===== src/rtl/pll_seq_pkg.sv =====
// Shared types and constants for the cascaded PLL reset/lock sequencer.
// State encoding is visible on state_o for debug.
package pll_seq_pkg;

  typedef enum logic [2:0] {
    RST0  = 3'd0,
    WAIT0 = 3'd1,
    RST1  = 3'd2,
    WAIT1 = 3'd3,
    RUN   = 3'd4,
    LOSS0 = 3'd5,
    RETRY = 3'd6,
    FAULT = 3'd7
  } pll_state_e;

  localparam int LOSS_FILTER_LEN = 4;

  function automatic int max2(input int a, input int b);
    return (a > b) ? a : b;
  endfunction

endpackage


===== src/rtl/sync_2ff.sv =====
// Two-flop synchronizer for an asynchronous level input.
// Clears to 0 so a lock is never seen during reset.
module sync_2ff (
  input  logic clk,
  input  logic rst_n,
  input  logic d,
  output logic q
);

  logic meta;

  // shift the async level through two flops
  always_ff @(posedge clk or negedge rst_n) begin
    if (!rst_n) begin
      meta <= 1'b0;
      q    <= 1'b0;
    end else begin
      meta <= d;
      q    <= meta;
    end
  end

endmodule


===== src/rtl/pll_sequencer.sv =====
// Reset/lock sequencer for two cascaded PLLs (PLL0 feeds PLL1).
// Optional macro PLLSEQ_LOSS_FILTER_EN debounces lock loss over 4 cycles.
module pll_sequencer #(
  parameter int LOCK_STABLE_CYCLES  = 4800,
  parameter int LOCK_TIMEOUT_CYCLES = 48000,
  parameter int PLL_RST_CYCLES      = 48,
  parameter int MAX_RETRIES         = 3
) (
  input  logic clkin,
  input  logic rst_n,
  input  logic locked0_i,
  input  logic locked1_i,
  input  logic restart_i,
  output logic pll0_rst_o,
  output logic pll1_rst_o,
  output logic dom0_rst_n_o,
  output logic dom1_rst_n_o,
  output logic fault_o,
  output logic [$clog2(MAX_RETRIES+1)-1:0] retry_cnt_o,
  output logic [2:0] state_o
);

  import pll_seq_pkg::*;

  localparam int RW = $clog2(MAX_RETRIES + 1);
  localparam int CW = $clog2(
    max2(LOCK_TIMEOUT_CYCLES, PLL_RST_CYCLES) + 1);
  localparam int SW = $clog2(LOCK_STABLE_CYCLES + 1);

  localparam logic [CW-1:0] RST_LAST = CW'(PLL_RST_CYCLES - 1);
  localparam logic [CW-1:0] TMO_LAST = CW'(LOCK_TIMEOUT_CYCLES - 1);
  localparam logic [SW-1:0] STB_LAST = SW'(LOCK_STABLE_CYCLES - 1);
  localparam logic [RW-1:0] RTY_MAX  = RW'(MAX_RETRIES);

  pll_state_e st, nxt;
  logic [CW-1:0] cnt;
  logic [SW-1:0] stab;
  logic [RW-1:0] retry;
  logic lk0, lk1, lk_sel;
  logic loss0, loss1;
  logic rst_done, tmo, stb_hit, enter;
  logic pll0_d, pll1_d, dom0_d, dom1_d, fault_d;

  sync_2ff u_sync0 (
    .clk   (clkin),
    .rst_n (rst_n),
    .d     (locked0_i),
    .q     (lk0)
  );

  sync_2ff u_sync1 (
    .clk   (clkin),
    .rst_n (rst_n),
    .d     (locked1_i),
    .q     (lk1)
  );

`ifdef PLLSEQ_LOSS_FILTER_EN
  localparam int LW = $clog2(LOSS_FILTER_LEN + 1);
  localparam logic [LW-1:0] LOW_LAST = LW'(LOSS_FILTER_LEN - 1);

  logic [LW-1:0] low0, low1;

  // count consecutive synced-low cycles, saturating at the filter length
  always_ff @(posedge clkin or negedge rst_n) begin
    if (!rst_n) begin
      low0 <= '0;
      low1 <= '0;
    end else begin
      if (lk0) low0 <= '0;
      else if (low0 != LOW_LAST) low0 <= low0 + 1'b1;
      if (lk1) low1 <= '0;
      else if (low1 != LOW_LAST) low1 <= low1 + 1'b1;
    end
  end

  assign loss0 = ~lk0 & (low0 == LOW_LAST);
  assign loss1 = ~lk1 & (low1 == LOW_LAST);
`else
  assign loss0 = ~lk0;
  assign loss1 = ~lk1;
`endif

  assign lk_sel   = (st == WAIT1) ? lk1 : lk0;
  assign rst_done = (cnt == RST_LAST);
  assign tmo      = (cnt == TMO_LAST);
  assign stb_hit  = lk_sel & (stab == STB_LAST);
  assign enter    = restart_i | (nxt != st);

  // state, shared cycle counter, stable counter and retry count
  always_ff @(posedge clkin or negedge rst_n) begin
    if (!rst_n) begin
      st    <= RST0;
      cnt   <= '0;
      stab  <= '0;
      retry <= '0;
    end else begin
      st <= nxt;
      if (enter) cnt <= '0;
      else if (cnt != '1) cnt <= cnt + 1'b1;
      if (enter) stab <= '0;
      else if (st == WAIT0 || st == WAIT1)
        stab <= lk_sel ? stab + 1'b1 : '0;
      if (restart_i) retry <= '0;
      else if (nxt == RUN) retry <= '0;
      else if (nxt == RETRY) retry <= retry + 1'b1;
    end
  end

  // next state; restart beats everything, loss beats timeout
  always_comb begin
    nxt = st;
    if (restart_i) begin
      nxt = RST0;
    end else begin
      unique case (st)
        RST0:
          if (rst_done) nxt = WAIT0;
        WAIT0:
          if (stb_hit) nxt = RST1;
          else if (tmo) nxt = RETRY;
        RST1:
          if (rst_done) nxt = WAIT1;
        WAIT1:
          if (loss0) nxt = LOSS0;
          else if (stb_hit) nxt = RUN;
          else if (tmo) nxt = RETRY;
        RUN:
          if (loss0) nxt = LOSS0;
          else if (loss1) nxt = RST1;
        LOSS0:
          nxt = RST0;
        RETRY:
          nxt = (retry == RTY_MAX) ? FAULT : RST0;
        FAULT:
          nxt = FAULT;
        default:
          nxt = RST0;
      endcase
    end
  end

  // reset pattern implied by the state being entered
  always_comb begin
    pll0_d  = 1'b1;
    pll1_d  = 1'b1;
    dom0_d  = 1'b0;
    dom1_d  = 1'b0;
    fault_d = 1'b0;
    unique case (nxt)
      WAIT0: pll0_d = 1'b0;
      RST1: begin
        pll0_d = 1'b0;
        dom0_d = 1'b1;
      end
      WAIT1: begin
        pll0_d = 1'b0;
        pll1_d = 1'b0;
        dom0_d = 1'b1;
      end
      RUN: begin
        pll0_d = 1'b0;
        pll1_d = 1'b0;
        dom0_d = 1'b1;
        dom1_d = 1'b1;
      end
      FAULT: fault_d = 1'b1;
      default: ;
    endcase
  end

  // register the reset outputs so they are glitch-free
  always_ff @(posedge clkin or negedge rst_n) begin
    if (!rst_n) begin
      pll0_rst_o   <= 1'b1;
      pll1_rst_o   <= 1'b1;
      dom0_rst_n_o <= 1'b0;
      dom1_rst_n_o <= 1'b0;
      fault_o      <= 1'b0;
    end else begin
      pll0_rst_o   <= pll0_d;
      pll1_rst_o   <= pll1_d;
      dom0_rst_n_o <= dom0_d;
      dom1_rst_n_o <= dom1_d;
      fault_o      <= fault_d;
    end
  end

  assign retry_cnt_o = retry;
  assign state_o     = st;

endmodule


===== config.mk =====
export PLATFORM = sky130hd
export DESIGN_NAME = pll_sequencer
export DESIGN_NICKNAME = d
export VERILOG_FILES = /design/src/rtl/pll_seq_pkg.sv /design/src/rtl/sync_2ff.sv /design/src/rtl/pll_sequencer.sv
export SDC_FILE = /design/constraint.sdc
export NUM_CORES = 1
export LEC_CHECK = 0
export CORE_UTILIZATION = 51
export CTS_CLUSTER_SIZE = 16
export DETAILED_ROUTE_END_ITERATION = 16
export PLACE_DENSITY = 0.68
export SYNTH_ARGS = -nofsm -noshare
export SYNTH_HDL_FRONTEND = slang
export SYNTH_SLANG_ARGS = --single-unit

===== constraint.sdc =====
create_clock -name clkin -period 3.6 [get_ports clkin]
set_input_delay 0.72 -clock clkin [delete_from_list [all_inputs] [get_ports clkin]]
set_output_delay 0.72 -clock clkin [all_outputs]
set_load 0.05 [all_outputs]

==> results.md <==
- Slew Limit Fails: 0
- Most common cell after layout, fill and taps aside: dfrtp_1
- Clock buffer depth: 2
- Sequential-to-total area share from yosys stat: 46.9%
- Max incr delay on CP: between 0.6 and 0.7 ns
- Total I/O pin count: 15
- Via count: 1747
- Crit. End Element: flop
- Antenna Cells: 0
- Worst Path Buf+Inv: 1
- Post-route ant nets: 0
- Most frequent cells in the layout: dfrtp_1, nor2_1, xnor2_1
- Slowest stage cell, crit path: dfrtp_1
- Setup Total Neg Slack: 0 ns
- Routed length per instance: roughly 14 um
- GRT Resource Usage Total: 19.9%
- RSZ-0062 raised after global routing: no
- Yosys warning count: 0
- Multi-input gate area: 1150 um^2
- Synth Flop Type: dfrtp_1
- Initial antenna violation count: 0
- Vias in the first global route: approximately 1.7k
- CTS Root Cell: clkbuf_8
- Post-synth top area share: between 40 and 50%
- # H-tree levels: 2
- Tcrit/Tclk final: approximately 81%
- CTS buffer count: 5
- Grt ovf: 0
- Post-layout min period: ~3 ns
- CP Cell Sequence: nand3b_4 > mux2i_4 > nor4_2 > or3_1 > a21bo_1 > a2111o_1 > buf_12 > nor3_1
- Number of I/O port buffers: 14
- Syn avg cell area: 9.82 um^2
- Status: completed
- Rel. slew slack: 37.9%
- Top cells by area, synth: dfrtp_1, xnor2_1, nor2_1, xor2_1, nor3_1
- Max Clock Freq: around 340 MHz
- Final Non-Filler Cells: between 300 and 400
- Post-CTS resize count: 0
- CTS tree: built
- Setup CP Type: flop to flop
- Hold Path Class: flop to flop
- Worst-Skew Late Latency: about 0.29 ns
- Maxcap violations: 0
- Post-CTS setup buffers: 0
- CTS clk-pin slew, worst paths: approximately 0.08 ns
- Die width: 69.1 um
- Top delay family on crit path: simple AND/OR/NAND/NOR gates
- Worst-Margin Slew: around 0.93 ns
- First-pass GRT wire length: about 7700 um
- Starting density of the core: between 50% and 60%
- Num Clock Sinks: 43
- Worst Path Arrival: ~3.1 ns
- Syn nets: between 200 and 250
- Top cell type by total area after synthesis: dfrtp_1
- Power Dens Cells: 351 nW/um^2
- Drt pass-1 iters: 4
- Setup crit start kind: flop
- Final WL: about 4300 um
- Post-synth EDFFs: 0
- #FFs+latches synth: 43
- Synth Instances: 234
- Dpl cells: 295
- DRC: 0
- Setup Viol. Count Final: 0
- Register Area: roughly 1100 um^2
- Maximum vdd ir drop: 239 uV
- Worst clock skew: roughly 0.0097 ns
- Static leakage: 1.14 nW
- Number of distinct library cells after synthesis: around 50
- Die Ht: a little under 70 um
- Largest net degree at the start of global routing: 44
- Worst Path Max Fanout: 18
- Share of layout cells above drive strength 1: approximately a tenth
- CP required: roughly 3.8 ns
- Post-synthesis cell area: 2300 um^2
- Area growth, synth to finish: 13.2%
- Via/cell ratio: ~5.8
- Routability congestion estimate: around 0.85
- Hold-fix buffers, CTS: 0
- Row count: 24
- # nets final: roughly 260
- Dpl hpwl: between 3000 and 4000 um
- Async SR Flop Fraction: between 90% and 100%
- Die area: around 4800 um^2
- Final hold vios: 0
- Reg2Reg Setup Slack: around 0.67 ns
- # fillers: 395
- Core Footprint: 4350 um^2
- Iteration-0 DRC count of the detailed router: roughly 120
flip-flops by register name (all words and copies together) (netlist names), 2 cells and up:
name         flops
cnt             16
stab            13
state_o          3
retry_cnt_o      2
path summary, 6_finish.rpt:
path	start	endpoint	depth (start not counted)
worst max-delay path	state_o[1]	stab[5]	8
worst min-delay path	u_sync1.meta	u_sync1.q	0
worst max register to register	state_o[1]	stab[5]	8
worst min register to register	u_sync1.meta	u_sync1.q	0
max in group asynchronous	rst_n	stab[0]	1
min in group asynchronous	rst_n	dom1_rst_n_o	1
metal layers:
metal	share of wire, %	GRT usage [%]
met3	3.6	3.80
met2	49	31.9
met4	1.2	6.58
met5	0	0
met1	47	27.4
cells by family (layout without fill, tap and decap cells):
family                   count (synthesis)  in the layout  synth area share (%)
flip-flops                              43             43                  46.9
multiplexers                             4              4                  2.45
AND/OR/NAND/NOR                        118            118                  28.3
AO/OA/AOI/OAI                           27             27                  8.12
buffers and inverters                   14             31                  3.00
adder cells (fa/ha/maj)                  3              3                  1.63
XOR/XNOR                                25             25                  9.53
cell type report:
type,instances,share of cell area [%]
timing repair buffer,16,6.26
tap,52,2.50
multi-input combinational,177,44.2
clock buffer,6,3.18
clock inverter,2,1.35
inverter,7,1.01
sequential,43,41.5
per-stage QoR:
stage / utilization (%) / setup slack [ns] / hold slack (ns) / area [um^2] / total power, W
6_report: 59.7 / 0.671 / 0.355 / 2600 / 0.000913
4_1_cts: 59.7 / 0.657 / 0.361 / 2600 / 0.000924
3_3_place_gp: 57.0 / 0.738 / 0.333 / 2480 / 0.000534
3_5_place_dp: 57.0 / 0.693 / 0.343 / 2480 / 0.000535
5_1_grt: 59.7 / 0.477 / 0.371 / 2600 / 0.000946
2_1_floorplan: - / 0.944 / 0.331 / 2300 / 0.000517
cells in the mapped netlist, drive strengths merged, types with 2 or more instances:
master    n
xor2     10
mux2i     4
nand2b    5
nand3     9
or2       3
nand4bb   2
a31oi     2
o21ai     5
or3       4
nor2b     3
buf       3
and2      2
nor2     31
xnor2    15
dfstp     2
ha        3
nand2    14
nand3b    3
inv       7
and3      9
nor3     15
clkbuf    4
a221oi    2
dfrtp    41
nor4      4
nor4b     2
nand4     9
a21oi     8
power breakdown:
part / switching (W) / leakage (nW) / total [W] / internal (W)
Sequential: 0.00000510 / 0.582 / 0.000493 / 0.000488
Combinational: 0.0000202 / 0.492 / 0.0000311 / 0.0000109
Clock: 0.000164 / 0.0612 / 0.000389 / 0.000225
Power figures use the tool's default switching activity.
